===== config.mk =====
export PLATFORM = sky130hd
export DESIGN_NAME = regfile_rename
export DESIGN_NICKNAME = d
export VERILOG_FILES = /design/src/rtl/regfile_rename.sv
export SDC_FILE = /design/constraint.sdc
export NUM_CORES = 2
export LEC_CHECK = 0
export ABC_CLOCK_PERIOD_IN_PS = 4000
export BUFFER_PORTS_ARGS = -buffer_cell sky130_fd_sc_hd__buf_4
export CAP_MARGIN = 20
export CORE_UTILIZATION = 35
export CTS_CLUSTER_DIAMETER = 60
export CTS_CLUSTER_SIZE = 8
export DETAILED_ROUTE_END_ITERATION = 6
export HOLD_SLACK_MARGIN = 0.03
export PLACE_DENSITY = 0.54
export SLEW_MARGIN = 20
export SYNTH_ARGS = -nofsm -noshare
export SYNTH_HDL_FRONTEND = slang
export SYNTH_SLANG_ARGS = --single-unit

===== constraint.sdc =====
create_clock -name clk_in -period 4 [get_ports clk_in]
set_clock_uncertainty 0.15 [all_clocks]
set_input_delay 0.2 -clock clk_in [delete_from_list [all_inputs] [get_ports clk_in]]
set_output_delay 0.2 -clock clk_in [all_outputs]
set_load 0.02 [all_outputs]

===== src/rtl/regfile_rename.sv =====
// -----------------------------------------------------------------------------
// regfile_rename
//   Architectural register file with per-register rename status. Each register
//   carries a value, a busy bit and the ROB tag of its pending producer. It
//   sits between decode/dispatch (operand reads, renames) and ROB commit.
//
// Ports
//   clk_in, rst_n_in   clock (rising edge), asynchronous active-low reset
//   rdy_in             low = pause: state holds, reads stay live
//   iss_en/rd/tag      rename: mark iss_rd busy, waiting on ROB entry iss_tag
//   cmt_en/rd/tag/value commit: write the value; clear busy if the tag matches
//   flush              clear every busy bit and tag (values are kept)
//   rd_idx             NUM_RD*2 read indices (even slot = rs1, odd slot = rs2)
//   rd_busy/value/tag  per-slot operand status, combinational
//   busy_count         registered number of busy registers
// -----------------------------------------------------------------------------
module regfile_rename #(
  parameter int XLEN    = 32,
  parameter int REG_BIT = 5,
  parameter int ROB_BIT = 4,
  parameter int NUM_RD  = 2
) (
  input  logic                          clk_in,
  input  logic                          rst_n_in,
  input  logic                          rdy_in,
  input  logic                          iss_en,
  input  logic [REG_BIT-1:0]            iss_rd,
  input  logic [ROB_BIT-1:0]            iss_tag,
  input  logic                          cmt_en,
  input  logic [REG_BIT-1:0]            cmt_rd,
  input  logic [ROB_BIT-1:0]            cmt_tag,
  input  logic [XLEN-1:0]               cmt_value,
  input  logic                          flush,
  input  logic [NUM_RD*2*REG_BIT-1:0]   rd_idx,
  output logic [NUM_RD*2-1:0]           rd_busy,
  output logic [NUM_RD*2*XLEN-1:0]      rd_value,
  output logic [NUM_RD*2*ROB_BIT-1:0]   rd_tag,
  output logic [REG_BIT:0]              busy_count
);

  localparam int NUM_REGS  = 1 << REG_BIT;
  localparam int NUM_SLOTS = NUM_RD * 2;

  logic [XLEN-1:0]    regs_q [NUM_REGS];
  logic [XLEN-1:0]    regs_d [NUM_REGS];
  logic [ROB_BIT-1:0] tag_q  [NUM_REGS];
  logic [ROB_BIT-1:0] tag_d  [NUM_REGS];
  logic [NUM_REGS-1:0] busy_q, busy_d;
  logic [REG_BIT:0]    count_q, count_d;

  logic iss_ok, cmt_ok, cmt_match, cnt_inc, cnt_dec;

  // x0 is hard-wired: writes addressed to it never touch state.
  assign iss_ok    = iss_en && (iss_rd != '0);
  assign cmt_ok    = cmt_en && (cmt_rd != '0);
  assign cmt_match = cmt_ok && busy_q[cmt_rd] && (tag_q[cmt_rd] == cmt_tag);

  // A same-register issue+commit nets to zero: the register was already busy
  // (so no increment) and stays busy (so no decrement).
  assign cnt_inc = iss_ok && !flush && !busy_q[iss_rd];
  assign cnt_dec = cmt_match && !flush && !(iss_ok && (iss_rd == cmt_rd));

  // NOTE: every variable gets its hold value first so no path leaves it
  // unassigned; otherwise synthesis infers latches.
  always_comb begin
    regs_d  = regs_q;
    busy_d  = busy_q;
    tag_d   = tag_q;
    count_d = count_q;
    if (rdy_in) begin
      if (cmt_ok) begin
        regs_d[cmt_rd] = cmt_value;
        // A younger rename has replaced the tag; keep the register busy.
        if (tag_q[cmt_rd] == cmt_tag) busy_d[cmt_rd] = 1'b0;
      end
      if (flush) begin
        busy_d  = '0;
        count_d = '0;
        for (int r = 0; r < NUM_REGS; r++) tag_d[r] = '0;
      end else begin
        // Issue is applied after commit so it wins on the same register.
        if (iss_ok) begin
          busy_d[iss_rd] = 1'b1;
          tag_d[iss_rd]  = iss_tag;
        end
        count_d = count_q + {{REG_BIT{1'b0}}, cnt_inc} - {{REG_BIT{1'b0}}, cnt_dec};
      end
    end
  end

  // NOTE: sequential state uses non-blocking assignments so every register
  // samples its pre-edge inputs regardless of statement order.
  // NOTE: the register array is reset explicitly because the architectural
  // state must read as zero right after reset; this rules out a RAM macro.
  always_ff @(posedge clk_in or negedge rst_n_in) begin
    if (!rst_n_in) begin
      busy_q  <= '0;
      count_q <= '0;
      for (int r = 0; r < NUM_REGS; r++) begin
        regs_q[r] <= '0;
        tag_q[r]  <= '0;
      end
    end else begin
      busy_q  <= busy_d;
      count_q <= count_d;
      for (int r = 0; r < NUM_REGS; r++) begin
        regs_q[r] <= regs_d[r];
        tag_q[r]  <= tag_d[r];
      end
    end
  end

  assign busy_count = count_q;

  // Operand reads see pre-issue state; a matching commit in the same cycle is
  // forwarded so dispatch does not wait a cycle for a value already on the bus.
  logic [REG_BIT-1:0] slot_idx [NUM_SLOTS];

  always_comb begin
    rd_busy  = '0;
    rd_value = '0;
    rd_tag   = '0;
    for (int k = 0; k < NUM_SLOTS; k++) begin
      slot_idx[k] = rd_idx[k*REG_BIT +: REG_BIT];
      if (slot_idx[k] != '0) begin
        if (cmt_en && (cmt_rd == slot_idx[k]) && busy_q[slot_idx[k]] &&
            (tag_q[slot_idx[k]] == cmt_tag)) begin
          rd_value[k*XLEN +: XLEN] = cmt_value;
        end else if (busy_q[slot_idx[k]]) begin
          rd_busy[k]                   = 1'b1;
          rd_tag[k*ROB_BIT +: ROB_BIT] = tag_q[slot_idx[k]];
        end else begin
          rd_value[k*XLEN +: XLEN] = regs_q[slot_idx[k]];
        end
      end
    end
  end

endmodule


==> flow_summary.ini <==
[routing]
wire_per_inst_um = 36.7
firstDrtPassIters = 7
routed-via-count = 60400
viasPerCell = 6.64
drc = 0
drt_iter0_drc = 6979
drtAntennaViolNets = 0
wl_um = 334000

[worst_setup_path]
critPathRequiredTime_ns = 3.65
cp_cell_sequence = inv_1, mux4_2, a21oi_2, o221ai_2, nand4b_1, nand4b_1, nor3_4, buf_12, buf_16, buf_12, o2bb2ai_4, buf_6
r2r-end = busy_count[5]$_DFFE_PN0P_
cp-startpoint = busy_q[31]$_DFFE_PN0P_
r2r_setup_slack_ns = 0.21
cp-start-kind = register
worstSetupPathType = register to primary output
end_kind = primary output
critPathMaxFanout = 6
reg2reg_depth = 20
cp_slowest_stage_delay_ns = 0.50
cp.arrival_ns = 4.07
rr_startpoint = tag_q[84]$_DFFE_PN0P_
critPathSlowestCell = mux4_2

[timing]
fmax_mhz = 226
setup_viol = 128
rsz0062_at_grt = true
worst_pin_slew_ns = 1.22
report.final.slew_viol_count = 0
min_period_over_period = 1.11
whs_ns = 0.0706
period_minus_slack_ns = 4.42
setup_ws_ns = -0.422
hold_viol_final = 0
slew_headroom = 0.188

[floorplan]
start_util = 0.353
core_um2 = 244000
std_cell_rows = 181
dieHeight_um = 498
dieArea_um2 = 248000
die_x_um = 498
num_io_pins = 230

[logic_synthesis]
synth_nets = 5688
synth-adder-area-share = 0.00111
synth_area_um2 = 86000
synth_top_family_by_area = multiplexers
ys_async_sr_fraction = 1.00
yosys.area_share.simple = 0.0261
synth_top_area_share = 0.380
synth-edff-count = 0
synth_xor_area_frac = 0.00479
syn_inst = 5605
muxShareOfSynthArea = 0.546
yosys.area.top_type = mux4_2
synth-compound-area-share = 0.0392
synth_seq_cells = 1190
yosysSeqAreaShare = 0.346
syn_avg_cell_area_um2 = 15.3
synth_area_leaders = mux4_2 (38%), dfrtp_1 (35%), mux2_2 (13%)
ys.flop_type = dfrtp_1
ys_types = 65
yosysWarnings = 0

[placed_design]
dp_cells = 8730
routabilityCongestion = 0.932
port_buffers = 229
dp_hpwl_um = 200000

[cells_and_area]
drive_above_1_share = 0.613
stdcell_count = 9096
nets = 5910
fillCellCount = 21900
area_delta_synth_final_pct = 19.1
final_core_util = 0.420

[grt]
grtUsageTotal = 0.269
antenna_found_initial = 5
grt_max_degree = 122
grt_pass1_vias = 61700
grt-ovfl-total = 0
grt_pass1_wl_um = 480000

[cts]
cts-buffers-inserted = 181
clock_latency_ns = 0.85
numClockSinks = 1190
clock_path_buffers = 3
cts.clk_slew.worst_paths_ns = 0.05
cts_root_buffer = clkbuf_16
cts_tree = yes
htree_levels = 4

[worst_hold_path]
hp-class = input pin to asynchronous set/reset pin

[status]
status = complete, but fails checks
violations = setup timing

[flow_run]
cap_violations = 0

[power]
leakagePower_nw = 41.0
ir_worst_vdd_uv = 411
power_density_nw_per_um2 = 400
power by group:
group	total [mW]	switching [mW]	internal (mW)
combinational	11.0	4.96	6.02
sequential	15.2	1.66	13.5
clock	14.9	6.03	8.83
total	41.0	12.7	28.3
worst max-delay path, delay by kind of cell (launching register included):
family / cells / cell delay, ns
buf+inv: 5 / 0.76
mux: 1 / 0.50
compound gates: 3 / 0.58
flops: 1 / 0.44
simple gates: 3 / 0.89
cells in the mapped netlist, types with 8 or more instances:
master,count
and2_1,13
o21ai_0,173
xnor2_1,22
a32o_1,12
buf_1,56
a22oi_1,53
o2bb2ai_2,60
a21oi_1,34
xor2_1,25
mux4_1,8
o2bb2ai_1,70
nor2_1,95
buf_6,19
dfrtp_1,1190
nand2_1,226
nand2b_1,11
o41ai_1,8
nor4_1,32
inv_1,27
buf_4,17
or3_1,8
buf_2,189
mux2i_1,266
clkbuf_1,391
mux2_2,996
mux4_2,1452
nor2b_1,20
nand3_1,36
o22ai_1,10
flip-flops by register name, indices dropped and copies added, names as in the netlist:
name        flops
busy_count      6
busy_q         32
regs_q       1024
tag_q         128
kinds of logic after synthesis:
family	count (synthesis)
buffers and inverters	705
adder cells (fa/ha/maj)	7
AO/OA/AOI/OAI	441
XOR/XNOR	47
flip-flops	1190
multiplexers	2732
AND/OR/NAND/NOR	483
cells in the final DEF, fill, tap and decap left out, types with 54 or more instances in the layout:
| master | netlist | final |
|---|---|---|
| mux2i_1 | 266 | 259 |
| buf_4 | 17 | 370 |
| nor2_1 | 95 | 74 |
| buf_6 | 19 | 152 |
| o2bb2ai_4 | 0 | 97 |
| clkbuf_16 | 0 | 184 |
| o21ai_0 | 173 | 172 |
| mux4_2 | 1452 | 1457 |
| dfrtp_1 | 1190 | 1144 |
| buf_12 | 1 | 103 |
| nand2_1 | 226 | 222 |
| mux2_2 | 996 | 996 |
| dlygate4sd3_1 | 0 | 54 |
per-layer routing:
metal,GRT usage,wire length (µm)
met1,0.362,132000
met2,0.414,155000
met3,0.0787,34100
met4,0.0961,13000
met5,0,24
worst max-delay path by stage:
stage                                end  slack, ns  depth (start not counted)
5_1_grt                     rd_value[79]      -0.44                         11
6_report                    rd_value[83]      -0.42                         12
4_1_cts                     rd_value[83]      -0.43                         11
3_3_place_gp   busy_count[5]$_DFFE_PN0P_      -0.12                         22
3_5_place_dp   busy_count[5]$_DFFE_PN0P_      -0.03                         22
2_1_floorplan  busy_count[5]$_DFFE_PN0P_       0.03                         19
per-stage QoR:
step | setup WS [ns] | total power, mW | area, µm² | TNS [ns]
4_1_cts | -0.428 | 41.0 | 102000 | -37.14
2_1_floorplan | 0.0295 | 21.8 | 86000 | 0
3_5_place_dp | -0.0254 | 25.5 | 93100 | -0.0340
6_report | -0.422 | 41.0 | 102000 | -30.81
5_1_grt | -0.445 | 42.5 | 102000 | -39.87
3_3_place_gp | -0.117 | 25.3 | 93100 | -0.117
layout make-up:
type / count / area, µm² / share of cell area
multi-input cells: 3710 / 55200 / 0.539
flip-flops and latches: 1190 / 29800 / 0.291
repair buffers: 715 / 7810 / 0.0763
clock buffers: 216 / 4860 / 0.0475
well taps: 3202 / 4010 / 0.0391
clock inverters: 31 / 539 / 0.00527
inverters: 29 / 109 / 0.00106
diodes: 3 / 7.51 / 0.0000733
what timing repair did:
| action | CTS | global route |
|---|---|---|
| endpoints found under the hold margin | 2302 | 0 |
| setup buffers | 53 | 23 |
| endpoints found under the setup margin | 147 | 144 |
| pin swaps | 7 | 22 |
| hold buffers | 55 | 0 |
| gates resized for setup | 354 | 99 |
| gates cloned | 5 | 2 |
(Power assumes the default switching activity.)
